===== src/rtl/timer_arbiter_pkg.sv =====
// Shared definitions for the timer arbiter: FSM state encoding and default widths.
package timer_arbiter_pkg;

  localparam int unsigned DEF_NUM_REQ = 4;
  localparam int unsigned DEF_CNT_W   = 32;

  typedef enum logic [1:0] {
    ST_IDLE  = 2'd0,
    ST_CLEAR = 2'd1,
    ST_RUN   = 2'd2,
    ST_DONE  = 2'd3
  } state_e;

endpackage


===== src/rtl/timer_arbiter_rr_arbiter.sv =====
// Combinational round-robin pick: first set request at or after i_ptr+1, wrapping.
module timer_arbiter_rr_arbiter #(
  parameter int unsigned NUM_REQ = 4,
  parameter int unsigned PTR_W   = 2
) (
  input  logic [NUM_REQ-1:0] i_req,
  input  logic [PTR_W-1:0]   i_ptr,
  output logic [NUM_REQ-1:0] o_gnt,
  output logic               o_valid
);

  int unsigned w_idx;
  logic        w_found;

  assign o_valid = |i_req;

  // Walk the requesters starting just past the last owner; the first hit wins.
  always_comb begin
    o_gnt   = '0;
    w_found = 1'b0;
    w_idx   = 0;
    for (int unsigned k = 1; k <= NUM_REQ; k++) begin
      w_idx = 32'(i_ptr) + k;
      if (w_idx >= NUM_REQ) begin
        w_idx = w_idx - NUM_REQ;
      end
      if (!w_found && i_req[PTR_W'(w_idx)]) begin
        o_gnt[PTR_W'(w_idx)] = 1'b1;
        w_found              = 1'b1;
      end
    end
  end

endmodule


===== src/rtl/timer_arbiter.sv =====
// Shares one external clk_counter among NUM_REQ requesters with round-robin grants.
// Define TIMER_ARB_ABORT_EN to let an owner abort its run by dropping req in CLEAR/RUN.
module timer_arbiter
  import timer_arbiter_pkg::*;
#(
  parameter int unsigned NUM_REQ = DEF_NUM_REQ,
  parameter int unsigned CNT_W   = DEF_CNT_W
) (
  input  logic                     clk,
  input  logic                     rst_n,
  input  logic [NUM_REQ-1:0]       req,
  input  logic [NUM_REQ*CNT_W-1:0] req_dur,
  output logic [NUM_REQ-1:0]       gnt,
  output logic [NUM_REQ-1:0]       done,
  output logic                     busy,
  output logic                     cnt_en,
  output logic                     cnt_clr,
  input  logic [CNT_W-1:0]         cnt_value
);

  localparam int unsigned PTR_W = (NUM_REQ > 1) ? $clog2(NUM_REQ) : 1;

  state_e             r_state;
  state_e             w_state_nxt;
  logic [NUM_REQ-1:0] r_gnt;
  logic [NUM_REQ-1:0] w_gnt_nxt;
  logic [NUM_REQ-1:0] r_done;
  logic               r_busy;
  logic               r_cnt_clr;
  logic [PTR_W-1:0]   r_ptr;
  logic [PTR_W-1:0]   w_ptr_nxt;
  logic [CNT_W-1:0]   r_dur_lat;
  logic [CNT_W-1:0]   w_dur_nxt;
  logic [NUM_REQ-1:0] w_arb_gnt;
  logic               w_arb_valid;
  logic               w_at_dur;
  logic               w_abort;

  timer_arbiter_rr_arbiter #(
    .NUM_REQ (NUM_REQ),
    .PTR_W   (PTR_W)
  ) u_rr_arbiter (
    .i_req   (req),
    .i_ptr   (r_ptr),
    .o_gnt   (w_arb_gnt),
    .o_valid (w_arb_valid)
  );

  assign w_at_dur = (cnt_value == r_dur_lat);

`ifdef TIMER_ARB_ABORT_EN
  assign w_abort = ~|(req & r_gnt);
`else
  assign w_abort = 1'b0;
`endif

  // Counter enable follows the live count so it stops exactly at the latched duration.
  assign cnt_en  = (r_state == ST_RUN) && !w_at_dur && !w_abort;
  assign gnt     = r_gnt;
  assign done    = r_done;
  assign busy    = r_busy;
  assign cnt_clr = r_cnt_clr;

  // Next-state, next-owner and duration latch.
  always_comb begin
    w_state_nxt = r_state;
    w_gnt_nxt   = r_gnt;
    w_ptr_nxt   = r_ptr;
    w_dur_nxt   = r_dur_lat;
    case (r_state)
      ST_IDLE: begin
        if (w_arb_valid) begin
          w_state_nxt = ST_CLEAR;
          w_gnt_nxt   = w_arb_gnt;
          for (int i = 0; i < int'(NUM_REQ); i++) begin
            if (w_arb_gnt[i]) begin
              w_ptr_nxt = PTR_W'(i);
              w_dur_nxt = req_dur[i*CNT_W +: CNT_W];
            end
          end
        end
      end
      ST_CLEAR: begin
        if (w_abort) begin
          w_state_nxt = ST_IDLE;
          w_gnt_nxt   = '0;
        end else begin
          w_state_nxt = ST_RUN;
        end
      end
      ST_RUN: begin
        if (w_abort) begin
          w_state_nxt = ST_IDLE;
          w_gnt_nxt   = '0;
        end else if (w_at_dur) begin
          w_state_nxt = ST_DONE;
        end
      end
      ST_DONE: begin
        w_state_nxt = ST_IDLE;
        w_gnt_nxt   = '0;
      end
      default: begin
        w_state_nxt = ST_IDLE;
        w_gnt_nxt   = '0;
      end
    endcase
  end

  // State and registered outputs, decoded from the next state so they align with it.
  always_ff @(posedge clk or negedge rst_n) begin
    if (!rst_n) begin
      r_state   <= ST_IDLE;
      r_gnt     <= '0;
      r_done    <= '0;
      r_busy    <= 1'b0;
      r_cnt_clr <= 1'b0;
      r_ptr     <= PTR_W'(NUM_REQ - 1);
      r_dur_lat <= '0;
    end else begin
      r_state   <= w_state_nxt;
      r_gnt     <= w_gnt_nxt;
      r_done    <= (w_state_nxt == ST_DONE) ? w_gnt_nxt : '0;
      r_busy    <= (w_state_nxt != ST_IDLE);
      r_cnt_clr <= (w_state_nxt == ST_CLEAR);
      r_ptr     <= w_ptr_nxt;
      r_dur_lat <= w_dur_nxt;
    end
  end

endmodule


===== config.mk =====
export PLATFORM = sky130hd
export DESIGN_NAME = timer_arbiter
export DESIGN_NICKNAME = d
export VERILOG_FILES = /design/src/rtl/timer_arbiter_pkg.sv /design/src/rtl/timer_arbiter_rr_arbiter.sv /design/src/rtl/timer_arbiter.sv
export SDC_FILE = /design/constraint.sdc
export NUM_CORES = 1
export LEC_CHECK = 0
export BUFFER_PORTS_ARGS = -buffer_cell sky130_fd_sc_hd__clkbuf_2
export CAP_MARGIN = 20
export CORE_ASPECT_RATIO = 0.7
export CORE_MARGIN = 8
export CORE_UTILIZATION = 35
export CTS_BUF_LIST = sky130_fd_sc_hd__clkbuf_16
export CTS_CLUSTER_SIZE = 25
export DETAILED_ROUTE_END_ITERATION = 6
export GPL_ROUTABILITY_DRIVEN = 0
export SLEW_MARGIN = 25
export SYNTH_ARGS = -nofsm -noshare
export SYNTH_HDL_FRONTEND = slang
export SYNTH_SLANG_ARGS = --single-unit

===== constraint.sdc =====
create_clock -name clk -period 3.4 [get_ports clk]
set_clock_uncertainty 0.15 [all_clocks]
set_input_delay 0.17 -clock clk [delete_from_list [all_inputs] [get_ports clk]]
set_output_delay 0.17 -clock clk [all_outputs]
set_load 0.02 [all_outputs]

==> out/summary.txt <==
Status: complete, no violations
Die height: 106 microns
Mean Syn Cell Area: 8.38 sq um
Final setup TNS: 0 ns
Reg clk slew, reported paths: 0.07 ns
Io pins: 177
CTS Root Cell: clkbuf_16
Buffers on Ports: 176
Final clock period utilization by the worst path: 95.3%
Syn. warnings: 0
Fmax: 309 MHz
Antenna Nets Post-Route: 0
Maximum vdd drop: 0.666 mV
Row count: 32
Post-synthesis instance total: 481
Residual DRC: 0
First-pass GRT wire length: 25,500 microns
Ant diodes: 0
Synth Flop Type: dfrtp_1
Share of layout cells above drive strength 1: 34.1%
Most frequent cells in the layout: 176 x clkbuf_2, 71 x inv_1, 44 x dfrtp_1
Most common cell after layout, fill and taps aside: clkbuf_2
Non-Filler Instances: 792
Post-synth top area share: 27.3%
Routed via count: 4,527
Final core utilization: 47.3%
Synthesized cell area: 4030 sq um
Multi-input logic area: 2460 sq um
Async SR Flop Fraction: 100%
CP Class: register to register
Setup crit end kind: register
Synthesized Nets: 658
Min Clock Period, post-route: 3.24 ns
Max_cap viols: 0
Initial antenna violation count: 0
Startpoint Class: register
First-iteration detailed-routing DRC count: 237
Worst R2R Setup Slack: 0.16 ns
Filler instances: 1,128
Main area contributors after synthesis: dfrtp_1 27%, a32oi_1 7.2%, o311ai_1 7.0%
Hold Fails Final Rpt: 0
Dpl hpwl: 12,500 microns
Crit path arrival time: 3.24 ns
Largest net degree at the start of global routing: 47
Routed WL per cell: 20.5 microns
Core area: 11,100 sq um
Area leader, netlist: dfrtp_1
GRT overflow: 0
Least-Margin Pin Slew: 0.647 ns
Seq/Total Area, Yosys: 28.6%
Via density: 5.72
Drt total wl: 16,200 microns
Reg2reg end: r_dur_lat[30]
Setup-failing EPs final: 0
Area grow syn2layout: 30.6%
Netlist cell types: 44
CP Capture Point: r_dur_lat[30]
Critical path launch point: r_ptr[1]
Max Fanout on Critical Path: 17
Total power: 5.24 mW
Pre-Repair DR Iteration Count: 5
Min-Delay Path Class: primary input to register
CTS tree: yes
Clock buffer count from CTS: 5
DIE AREA: 15,300 sq um
Reg2Reg Launch Point: r_ptr[1]
Data required time of the worst path: 3.40 ns
RSZ-0062 raised after global routing: no
Pleak: 2.76 nW
Sequential Area: 1150 sq um
Initial Util: 36.2%
Worst-Skew Late Latency: 0.29 ns
Post-synth EDFFs: 0
Slew headroom: 56.9%
Die width: 144 microns
Placed insts: 783
Total GRT Usage: 21.0%
Power per standard cell area: 995 nW/um^2
Num Clock Sinks: 46
Htree depth: 2
Final Slew Violations: 0
Clk buf depth: 2
Worst r2r path cells: 8
#FFs+latches synth: 46
Final nets: 815
Vias in the first global route: 4,747
==> worst min path at each step <==
stage	start	endpoint	slack (ns)	cells after the start
after floorplan	rst_n	busy	-0.28	0
after global placement	rst_n	r_dur_lat[6]	0.17	2
after detailed placement	rst_n	r_dur_lat[6]	0.18	2
after CTS	req_dur[122]	r_dur_lat[26]	0.06	3
after global routing	req_dur[117]	r_dur_lat[21]	0.07	3
final	req_dur[117]	r_dur_lat[21]	0.06	3
==> critical path: stages (launching register included) <==
cell and delay, ns:
dfstp_2 0.62, inv_1 0.14, ha_1 0.33, mux4_2 0.39, a22o_4 0.36, or3_1 0.34
buf_4 0.22, o311ai_1 0.39, a32oi_1 0.16
==> per-layer routing <==
| metal | vias up | share of wire, % | wire length, microns | track usage, % |
|---|---|---|---|---|
| li1 | 2103 | - | - | - |
| met1 | 2131 | 45 | 7230 | 29.2 |
| met2 | 273 | 43 | 6980 | 31.3 |
| met3 | 20 | 11 | 1840 | 5.45 |
| met4 | 0 | 1.1 | 178 | 5.40 |
| met5 | - | 0 | 0 | 0 |
==> cell usage after synthesis (5+ instances only) <==
cell and number:
a21boi_0 32, a21oi_1 36, a32oi_1 33, and3_1 32, clkbuf_1 36, dfrtp_1 44, ha_1 11, inv_1 71
nand2_1 12, nand2b_1 5, nor2_1 5, nor4_1 10, o311ai_1 32, o31ai_1 32, xor2_1 32
==> what timing repair did <==
action,in CTS,in global routing
hold endpoints to repair,44,0
setup endpoints to repair,0,34
gates resized for setup,0,6
buffers inserted,0,0
hold buffers,1,0
==> through the flow <==
step / hold WS (ns) / instance area (sq um) / setup WS [ns]
after floorplan: -0.276 / 4030 / 0.299
after global placement: 0.170 / 5090 / 0.135
after detailed placement: 0.180 / 5090 / 0.0731
after CTS: 0.0572 / 5240 / 0.0455
after global routing: 0.0677 / 5270 / 0.00283
final: 0.0592 / 5270 / 0.161
==> flip-flops by register name, indices dropped and copies added (netlist names) <==
register,cells
cnt_clr,1
busy,1
done,4
r_state,2
r_dur_lat,32
r_ptr,2
gnt,4
==> final cells by class <==
cell class	count	area share, %
clock inverters	3	0.309
repair buffers	197	20.0
flip-flops and latches	46	21.9
well taps	153	3.64
inverters	71	5.06
clock buffers	5	2.38
multi-input cells	317	46.7
==> cells by family (layout without fill, tap and decap cells) <==
logic type      count (synthesis)  count (layout)  synth area share [%]
flops                          46              46                  28.6
fa+ha+maj                      11              11                  3.41
buf+inv                       118             276                  11.9
simple gates                   83              83                  12.3
mux                             4               4                  1.92
compound gates                187             187                  35.0
xor+xnor                       32              32                  6.95
==> power breakdown <==
| group | switching (mW) | internal (mW) |
|---|---|---|
| Sequential | 0.186 | 0.822 |
| Clock | 0.218 | 0.269 |
| Combinational | 2.29 | 1.45 |
(Power assumes the default switching activity.)
